[config.mk]
export PLATFORM = sky130hd
export DESIGN_NAME = irq_controller_flat
export DESIGN_NICKNAME = d
export VERILOG_FILES = /design/src/rtl/irq_controller_if.sv /design/src/rtl/irq_controller.sv /design/src/flat_wrapper.sv
export SDC_FILE = /design/constraint.sdc
export NUM_CORES = 1
export LEC_CHECK = 0
export BUFFER_PORTS_ARGS = -buffer_cell sky130_fd_sc_hd__buf_2
export CAP_MARGIN = 20
export CELL_PAD_IN_SITES_DETAIL_PLACEMENT = 1
export CELL_PAD_IN_SITES_GLOBAL_PLACEMENT = 1
export CORE_AREA = 2 2 66 93
export DETAILED_ROUTE_END_ITERATION = 12
export DIE_AREA = 0 0 68 95
export PLACE_DENSITY_LB_ADDON = 0.1
export SYNTH_ARGS = -nofsm -noshare
export SYNTH_HDL_FRONTEND = slang
export SYNTH_SLANG_ARGS = --single-unit
[constraint.sdc]
create_clock -name clock -period 2.93 [get_ports clock]
set_clock_uncertainty 0.1 [all_clocks]
set_input_delay 0.586 -clock clock [delete_from_list [all_inputs] [get_ports clock]]
set_output_delay 0.586 -clock clock [all_outputs]
set_load 0.005 [all_outputs]
[src/rtl/irq_controller_if.sv]
// Peribus register-access bundle shared by the peripherals.
//   addr        : 2-bit register address
//   write_data  : 16-bit write data
//   write_en    : write strobe (qualified by chipselect)
//   read_en     : read strobe (qualified by chipselect)
//   chipselect  : peripheral select
//   read_data   : 16-bit registered read data returned by the peripheral
interface irq_controller_if;
    logic [1:0]  addr;
    logic [15:0] write_data;
    logic        write_en;
    logic        read_en;
    logic        chipselect;
    logic [15:0] read_data;

    modport master (
        output addr, write_data, write_en, read_en, chipselect,
        input  read_data
    );

    modport slave (
        input  addr, write_data, write_en, read_en, chipselect,
        output read_data
    );
endinterface

[src/rtl/irq_controller.sv]
// Peribus interrupt controller.
// Collects NUM_IRQ peripheral interrupt lines into a pending register, masks
// them with ENABLE, and presents one prioritised request to the CPU. Software
// claims the lowest-index active source by reading the VECTOR register and
// releases the controller by writing EOI.
// Ports:
//   clock   : system clock, rising edge
//   reset   : synchronous active-high reset
//   bus     : Peribus slave (addr/write_data/write_en/read_en/chipselect/read_data)
//   irq_in  : peripheral interrupt lines, synchronous to clock
//   cpu_irq : registered interrupt request to the CPU
// Registers: 0 PENDING (W1C), 1 ENABLE, 2 MODE (1 = edge, 0 = level),
//            3 VECTOR/CTRL (read {valid, global_en, 10'h0, idx}; write bit14
//            global_en, bit15 EOI).
module irq_controller #(
    parameter int NUM_IRQ = 8
) (
    input  logic               clock,
    input  logic               reset,
    irq_controller_if.slave    bus,
    input  logic [NUM_IRQ-1:0] irq_in,
    output logic               cpu_irq
);

    localparam logic [1:0] ST_IDLE    = 2'd0;
    localparam logic [1:0] ST_ASSERT  = 2'd1;
    localparam logic [1:0] ST_SERVICE = 2'd2;

    logic [NUM_IRQ-1:0] pending_r;
    logic [NUM_IRQ-1:0] enable_r;
    logic [NUM_IRQ-1:0] mode_r;
    logic [NUM_IRQ-1:0] prev_in_r;
    logic               global_en_r;
    logic [1:0]         state_r;
    logic [3:0]         svc_idx_r;
    logic [15:0]        read_data_r;
    logic               cpu_irq_r;

    logic               rd_s;
    logic               wr_s;
    logic               rd_vec_s;
    logic               wr_vec_s;
    logic [NUM_IRQ-1:0] active_s;
    logic [3:0]         winner_s;
    logic               claim_s;
    logic               eoi_s;
    logic [1:0]         state_nxt_s;
    logic [NUM_IRQ-1:0] set_s;
    logic [NUM_IRQ-1:0] w1c_s;
    logic [NUM_IRQ-1:0] eoi_clr_s;
    logic [NUM_IRQ-1:0] pending_nxt_s;
    logic [15:0]        rdata_nxt_s;

    // Zero-extend a per-source vector to the 16-bit register width.
    function automatic logic [15:0] zext(input logic [NUM_IRQ-1:0] v);
        logic [15:0] r;
        r = 16'h0000;
        for (int i = 0; i < NUM_IRQ; i++) begin
            r[i] = v[i];
        end
        return r;
    endfunction

    // Index of the lowest set bit (highest priority); 0 when none set.
    function automatic logic [3:0] lowest_idx(input logic [NUM_IRQ-1:0] v);
        logic [3:0] r;
        r = 4'd0;
        for (int i = NUM_IRQ - 1; i >= 0; i--) begin
            if (v[i]) begin
                r = 4'(i);
            end else begin
                r = r;
            end
        end
        return r;
    endfunction

    // Bus decode, priority selection and FSM next-state.
    always_comb begin
        rd_s        = bus.chipselect && bus.read_en;
        wr_s        = bus.chipselect && bus.write_en;
        rd_vec_s    = rd_s && (bus.addr == 2'd3);
        wr_vec_s    = wr_s && (bus.addr == 2'd3);
        active_s    = pending_r & enable_r;
        winner_s    = lowest_idx(active_s);
        claim_s     = 1'b0;
        eoi_s       = 1'b0;
        state_nxt_s = state_r;
        case (state_r)
            ST_IDLE: begin
                if (global_en_r && (|active_s)) begin
                    state_nxt_s = ST_ASSERT;
                end else begin
                    state_nxt_s = ST_IDLE;
                end
            end
            ST_ASSERT: begin
                // Losing the request takes precedence over a claim in the same cycle.
                if (!global_en_r || !(|active_s)) begin
                    state_nxt_s = ST_IDLE;
                end else if (rd_vec_s) begin
                    claim_s     = 1'b1;
                    state_nxt_s = ST_SERVICE;
                end else begin
                    state_nxt_s = ST_ASSERT;
                end
            end
            ST_SERVICE: begin
                // Only EOI leaves service; disabling the source does not abort it.
                if (wr_vec_s && bus.write_data[15]) begin
                    eoi_s       = 1'b1;
                    state_nxt_s = ST_IDLE;
                end else begin
                    state_nxt_s = ST_SERVICE;
                end
            end
            default: begin
                state_nxt_s = ST_IDLE;
            end
        endcase
    end

    // Pending next-state: clears first, then sets, so a new event wins over W1C/EOI.
    always_comb begin
        set_s     = irq_in & ~(mode_r & prev_in_r);
        w1c_s     = {NUM_IRQ{1'b0}};
        eoi_clr_s = {NUM_IRQ{1'b0}};
        if (wr_s && (bus.addr == 2'd0)) begin
            w1c_s = bus.write_data[NUM_IRQ-1:0];
        end else begin
            w1c_s = {NUM_IRQ{1'b0}};
        end
        for (int i = 0; i < NUM_IRQ; i++) begin
            eoi_clr_s[i] = eoi_s && (svc_idx_r == 4'(i));
        end
        pending_nxt_s = (pending_r & ~(w1c_s | eoi_clr_s)) | set_s;
    end

    // Read-data multiplexer.
    always_comb begin
        rdata_nxt_s = 16'h0000;
        case (bus.addr)
            2'd0: rdata_nxt_s = zext(pending_r);
            2'd1: rdata_nxt_s = zext(enable_r);
            2'd2: rdata_nxt_s = zext(mode_r);
            2'd3: begin
                if (state_r == ST_SERVICE) begin
                    rdata_nxt_s = {1'b1, global_en_r, 10'h000, svc_idx_r};
                end else if (claim_s) begin
                    rdata_nxt_s = {1'b1, global_en_r, 10'h000, winner_s};
                end else begin
                    rdata_nxt_s = {1'b0, global_en_r, 14'h0000};
                end
            end
            default: rdata_nxt_s = 16'h0000;
        endcase
    end

    // Interrupt state: pending, edge history, FSM and CPU request.
    always_ff @(posedge clock) begin
        if (reset) begin
            pending_r <= {NUM_IRQ{1'b0}};
            prev_in_r <= {NUM_IRQ{1'b0}};
            state_r   <= ST_IDLE;
            svc_idx_r <= 4'd0;
            cpu_irq_r <= 1'b0;
        end else begin
            pending_r <= pending_nxt_s;
            prev_in_r <= irq_in;
            state_r   <= state_nxt_s;
            cpu_irq_r <= (state_r == ST_ASSERT);
            if (claim_s) begin
                svc_idx_r <= winner_s;
            end
        end
    end

    // Software-writable configuration registers.
    always_ff @(posedge clock) begin
        if (reset) begin
            enable_r    <= {NUM_IRQ{1'b0}};
            mode_r      <= {NUM_IRQ{1'b0}};
            global_en_r <= 1'b0;
        end else begin
            if (wr_s && (bus.addr == 2'd1)) begin
                enable_r <= bus.write_data[NUM_IRQ-1:0];
            end
            if (wr_s && (bus.addr == 2'd2)) begin
                mode_r <= bus.write_data[NUM_IRQ-1:0];
            end
            // bit14 applies in every state, even when the EOI bit is ignored.
            if (wr_vec_s) begin
                global_en_r <= bus.write_data[14];
            end
        end
    end

    // Registered read data; holds when no read is strobed.
    always_ff @(posedge clock) begin
        if (reset) begin
            read_data_r <= 16'h0000;
        end else if (rd_s) begin
            read_data_r <= rdata_nxt_s;
        end
    end

    assign bus.read_data = read_data_r;
    assign cpu_irq       = cpu_irq_r;

endmodule

[src/flat_wrapper.sv]
// flat-port wrapper written by rule: the top's interface ports become plain ports
module irq_controller_flat 
#(
    parameter int NUM_IRQ = 8
)
  (clock, reset, irq_in, cpu_irq, bus_addr, bus_write_data, bus_write_en, bus_read_en, bus_chipselect, bus_read_data);
  irq_controller_if bus_i ();
  input  logic clock;
  input  logic reset;
  input  logic [NUM_IRQ-1:0] irq_in;
  output logic cpu_irq;
  input wire logic [$bits(bus_i.addr)-1:0] bus_addr;
  input wire logic [$bits(bus_i.write_data)-1:0] bus_write_data;
  input wire logic [$bits(bus_i.write_en)-1:0] bus_write_en;
  input wire logic [$bits(bus_i.read_en)-1:0] bus_read_en;
  input wire logic [$bits(bus_i.chipselect)-1:0] bus_chipselect;
  output wire logic [$bits(bus_i.read_data)-1:0] bus_read_data;
  assign bus_i.addr = bus_addr;
  assign bus_i.write_data = bus_write_data;
  assign bus_i.write_en = bus_write_en;
  assign bus_i.read_en = bus_read_en;
  assign bus_i.chipselect = bus_chipselect;
  assign bus_read_data = bus_i.read_data;
  irq_controller #(.NUM_IRQ(NUM_IRQ)) u_core (.clock(clock), .reset(reset), .bus(bus_i), .irq_in(irq_in), .cpu_irq(cpu_irq));
endmodule
==> results of run 1 <==
## final cells by class
| type | instances | share of cell area |
|---|---|---|
| clock buffer | 7 | 0.0331 |
| timing repair buffer | 39 | 0.0786 |
| multi-input combinational | 224 | 0.465 |
| clock inverter | 1 | 0.0115 |
| tap | 70 | 0.0335 |
| sequential | 49 | 0.376 |
| inverter | 2 | 0.00287 |
## cells in the mapped netlist, types with 3 or more instances
master and number:
a211oi_1 5, a21oi_1 27, a22o_1 3, a22oi_1 4
and2_1 3, buf_2 5, buf_4 6, clkbuf_1 6
dfxtp_1 49, mux2i_1 7, nand2_1 77, nand2b_1 6
nand3_1 10, nand4b_1 7, nor2_1 24, nor2b_1 10
nor3_1 7, o21ai_0 3
## final timing paths
check | end | slack, ns | from | cells past startpoint
min | u_core.bus.read_data[1] | 0.36 | u_core.bus.read_data[1] | 1
max reg2reg | u_core.bus.read_data[0] | 1.30 | u_core.pending_r[6] | 5
min reg2reg | u_core.bus.read_data[1] | 0.36 | u_core.bus.read_data[1] | 1
max | u_core.bus.read_data[15] | 1.09 | bus_addr[0] | 6
## stage by stage
stage,utilization,setup slack (ns),cells,instance area [µm²]
floorplan,-,1.23,293,2300
global route,0.458,0.959,392,2610
CTS,0.458,1.08,392,2610
global placement,0.438,0.778,384,2490
finish,0.458,1.09,392,2610
detailed placement,0.438,0.772,384,2490
## metal layers
metal,vias up,GRT usage,part of all wire
li1,1046,-,-
met1,985,0.262,0.45
met2,37,0.359,0.51
met3,2,0.0286,0.033
met4,0,0.0467,0.0057
met5,-,0,0
## registers in the layout, indices dropped and copies added (netlist names)
| register | cells |
|---|---|
| u_core.mode_r | 8 |
| u_core.svc_idx_r | 3 |
| u_core.prev_in_r | 8 |
| u_core.global_en_r | 1 |
| u_core.state_r | 2 |
| u_core.cpu_irq | 1 |
| u_core.pending_r | 8 |
| u_core.enable_r | 8 |
| u_core.bus.read_data | 10 |
## cell families (layout without fill, tap and decap cells)
| family | count (synthesis) | in the layout | share of synthesized area |
|---|---|---|---|
| DFF | 49 | 49 | 0.430 |
| and+or+nand+nor | 155 | 155 | 0.327 |
| AOI/OAI and AO/OA | 54 | 54 | 0.150 |
| muxes | 9 | 9 | 0.0456 |
| buffers and inverters | 20 | 49 | 0.0456 |
| other | 1 | 6 | 0.00164 |
## report_power, final
group | internal, mW | switching, mW | leakage [nW]
clock | 0.278 | 0.214 | 0.0585
sequential | 0.692 | 0.0224 | 0.401
combinational | 0.0536 | 0.0735 | 0.544
total | 1.02 | 0.310 | 1.00
## layout by cell type (no fill, tap or decap), drive strengths merged
master   instances
nand4b           7
o221ai           2
nor3             9
and2             4
buf             39
a22oi            5
and4b            1
a21oi           27
a22o             3
a21o             1
mux2i            7
a32oi            1
dfxtp           49
and4             1
and3             1
inv              2
o21ai            5
nand2b           6
conb             6
nor3b            1
nor2            24
clkbuf           7
nand2           77
nand3           10
a211oi           5
bufinv           1
o211ai           2
a221oi           1
nor2b           12
mux4             1
nand4            1
o2111ai          1
mux2             1
a222oi           1
or2b             1
==> results.yml, run 1 <==
yosys:
  ys_warn_count: 0
  netlist.area_leader.share: 0.430
  yosysUniqueCellTypes: 42
  synth_seq_area_share: 0.430
  avgSynthCellArea_um2: 7.92
  synth_top_flop_cell: "dfxtp_1"
  syn-cell-area_um2: 2280
  synthArstFlopShare: 0
  synth_area_leaders: "dfxtp_1, nand2_1, a21oi_1, nor2_1, mux2i_1"
  ys_ff_latch: 49
  synth_edf_count: 0
  netlist_instances: 288
  synth_top_area_cell: "dfxtp_1"
hold_path:
  min_path_type: "reg -> reg"
sta:
  setup_viol: 0
  hold_viol_final: 0
  tightest_slew_ns: 0.652
  relSlewSlack: 0.563
  min_period_ns: 1.84
  rsz0062_at_grt: "false"
  whs_ns: 0.356
  slew_viol_final: 0
  finalCritPeriodShare: 0.629
  clock.fmax_mhz: 543
  setup_total_negative_slack_ns: 0
setup_path:
  critPathRequiredTime_ns: 3.05
  crit_arrival_ns: 1.96
  crit_family: "simple AND/OR/NAND/NOR gates"
  worstSetupStartpointType: "input pin"
  cp_slowest_cell: "buf_2"
  max_stage_delay_ns: 0.34
  crit_chain: "buf_2, nand3_1, nor3_2, nor2b_2, o2111ai_1, a21oi_1"
  path_buf_inv: 1
  crit_path_end_kind: "flip-flop"
  cp_max_fo: 20
  path_class: "in -> reg"
routing:
  route.detailed.drc: 0
  post_drt_wl_per_cell_um: 15.3
  drt-vias-per-instance: 5.28
  ant_nets: 0
  routed_wl_um: 6000
  dr.pass1.iters: 4
  drt_iter0_markers: 58
  num_vias: 2070
placed_design:
  port_buffers: 35
  gp_congestion: 0.841
  place_hpwl_um: 4540
cts:
  cts_tree: "built"
  worstSkewPairLatency_ns: 0.29
  post_cts_buffers: 0
  cts.repair.resized: 0
  cts_inserted_buffers: 5
  clkTransAtPathRegs_ns: 0.08
  ctsHoldBuffers: 0
  clock_path_buffers: 2
  clock_sinks: 49
  clock_tree.root_cell: "clkbuf_8"
  htreeDepth: 2
global_route:
  grt_pass1_wl_um: 9970
  grt_start_max_net_pins: 25
  antenna_found_initial: 0
  track_usage: 0.206
  first_global_vias: 2025
  overflow: 0
job:
  cap_violations: 0
layout:
  diodes: 0
  nNetsFinal: 352
  seqCellArea_um2: 981
  drive_above_1_share: 0.168
  multi_input_area_um2: 1210
  final.fill_count: 719
  syn_to_final_growth_pct: 14.5
die:
  fp.dieArea_um2: 6460
  start_util: 0.400
  die_width_um: 68
  core_area_um2: 5700
  num_io_pins: 48
  fp-row-count: 33
  die_y_um: 95
pwr:
  design_power_total_mw: 1.33
  ir_worst_vdd_uv: 198
  power_leakage_nw: 1.00
  powerDensity_nw_per_um2: 511
outcome:
  status: "completed"
Power figures use the tool's default switching activity.
==> inputs of run 2 (changes only) <==
ABC_AREA = 1   (was default)
CORE_AREA = 2 2 68 96   (was 2 2 66 93)
DIE_AREA = 0 0 70 98   (was 0 0 68 95)
clock period = 1.7 ns   (was 2.93 ns; I/O delays follow)
==> run 2 against run 1 <==
Compared with the run above:
- utilization down 1.8 points
- synthesized cell count rose by 8.7%
- routed wire length up 9.6%
- sequential share of layout area down 0.58 points
- first-iteration DRC count rose by 48%
- sequential cell count stayed put
- sequential power up 72%
- worst setup slack got worse by 0.93 ns
- hold slack lost 0.21 ns
- largest power group unchanged
- global-route usage shrank 0.30 points
==> results.yml, run 2 <==
outcome:
  status: "completed"
hold_path:
  min_path_cells: 3
  min_to: "u_core.prev_in_r[3]"
  hp-start: "irq_in[3]"
  min_path_type: "in -> reg"
cts:
  clock_tree.root_cell: "clkbuf_8"
  clkTransAtPathRegs_ns: 0.09
  cts_tree: "built"
  clock_sinks: 49
  htreeDepth: 2
  clock_path_buffers: 2
  worstSkewPairLatency_ns: 0.30
  ctsHoldBuffers: 0
  cts_inserted_buffers: 5
layout:
  drive_above_1_share: 0.226
  diodes: 0
  largest_reg_flops: 10
  multi_input_area_um2: 1050
  final_cell_count_no_fill: 435
  syn_to_final_growth_pct: 20.9
  mostFrequentLayoutCell: "nand2_1"
  final.fill_count: 821
  nNetsFinal: 394
  final_cell_mix: "nand2_1, nor2_1, dfxtp_1"
  final_util: 0.441
  stdcell_area_um2: 2660
  seqCellArea_um2: 985
yosys:
  synth_top_area_cell: "dfxtp_1"
  netlist_instances: 313
  synth.top_cells.by_count: "nand2_1, nor2_1, dfxtp_1"
  ys_warn_count: 0
  synthArstFlopShare: 0
  synth_top_flop_cell: "dfxtp_1"
  avgSynthCellArea_um2: 7.04
  ys_ff_latch: 49
  post-synth-top-count-cell: "nand2_1"
  yosysUniqueCellTypes: 29
  synth_edf_count: 0
  netlist.area_leader.share: 0.445
  synth_area_leaders: "dfxtp_1, nand2_1, nor2_1, o21ai_0, inv_1"
  syn-cell-area_um2: 2200
  synth_seq_area_share: 0.445
setup_path:
  r2r_slack_ns: 0.16
  cp_max_fo: 6
  reg2reg_depth: 12
  path_class: "reg -> reg"
  crit_arrival_ns: 1.69
  r2r_end: "u_core.bus.read_data[1]"
  crit_path_end_kind: "flip-flop"
  worstReg2RegStart: "u_core.pending_r[5]"
  critPathRequiredTime_ns: 1.85
  worstSetupStartpointType: "flip-flop"
  startpoint: "u_core.pending_r[5]"
routing:
  route.detailed.drc: 0
  drt-vias-per-instance: 4.98
  post_drt_wl_per_cell_um: 15.1
  routed_wl_um: 6570
  ant_nets: 0
  dr.pass1.iters: 4
  drt_iter0_markers: 86
  num_vias: 2166
sta:
  setup_total_negative_slack_ns: 0
  min_period_ns: 1.54
  slew_viol_final: 0
  whs_ns: 0.148
  fin_ws_ns: 0.162
  setup_viol: 0
  rsz0062_at_grt: "false"
  hold_viol_final: 0
  clock.fmax_mhz: 650
  finalCritPeriodShare: 0.905
placed_design:
  place_hpwl_um: 4900
  gp_congestion: 0.859
  dp_slack_ns: 0.0362
  dpl_cell_area_um2: 2540
  dp.cells: 428
  port_buffers: 35
global_route:
  antenna_found_initial: 0
  first_global_vias: 2217
  grt_start_max_net_pins: 26
  track_usage: 0.203
  grt_pass1_wl_um: 10800
  overflow: 0
pwr:
  power_leakage_nw: 1.24
  ir_worst_vdd_uv: 474
  design_power_total_mw: 2.30
  powerDensity_nw_per_um2: 864
die:
  die_y_um: 98
  die_width_um: 70
  num_io_pins: 48
  fp-row-count: 34
  core_area_um2: 6040
  fp.dieArea_um2: 6860
  start_util: 0.365
job:
  cap_violations: 0
run 2: timing repair:
item | 4_1_cts | 5_1_grt
endpoints found under the hold margin | 0 | 0
setup buffers | 0 | 0
setup endpoints to repair | 0 | 3
gates resized for setup | 0 | 7
run 2: worst max-delay path by stage:
| stage | end | slack [ns] |
|---|---|---|
| 3_3_place_gp | u_core.pending_r[7] | 0.05 |
| 6_report | u_core.bus.read_data[1] | 0.16 |
| 5_1_grt | u_core.bus.read_data[2] | 0.001 |
| 2_1_floorplan | u_core.bus.read_data[2] | 0.32 |
| 3_5_place_dp | u_core.pending_r[7] | 0.04 |
| 4_1_cts | u_core.bus.read_data[1] | 0.04 |
run 2: worst max-delay path: stages, from the launching register on:
cell     delay [ns]
dfxtp_1        0.37
nand2_1        0.12
nand2_1        0.10
nor2_2         0.04
nand2_2        0.10
nand3_4        0.11
inv_2          0.10
nand3_2        0.08
nand2_1        0.09
nand2_1        0.06
nand2_1        0.06
nand2_1        0.06
a21oi_2        0.10
run 2: layout make-up:
cell class                 count  area share
timing repair buffer          51       0.116
sequential                    49       0.370
clock buffer                   5      0.0258
tap                           72      0.0338
inverter                      32      0.0479
multi-input combinational    224       0.394
clock inverter                 2      0.0132
run 2: per-layer routing:
layer | vias up | share of wire | global-route usage | routed length (µm)
li1 | 1090 | - | - | -
met2 | 36 | 0.53 | 0.385 | 3500
met4 | 0 | 0.0096 | 0.0488 | 63
met3 | 7 | 0.034 | 0.0248 | 223
met1 | 1033 | 0.42 | 0.238 | 2790
met5 | - | 0 | 0 | 0
run 2: cells by family (layout without fill, tap and decap cells):
family	after synthesis	count (layout)	synth area share
compound gates	57	57	0.159
simple gates	161	161	0.302
other cells	1	6	0.00170
buf+inv	45	90	0.0915
flops	49	49	0.445
run 2: report_power, final:
part	leakage (nW)	internal, mW	switching, mW
clock network	0.0540	0.428	0.390
logic	0.784	0.103	0.150
registers	0.403	1.20	0.0289
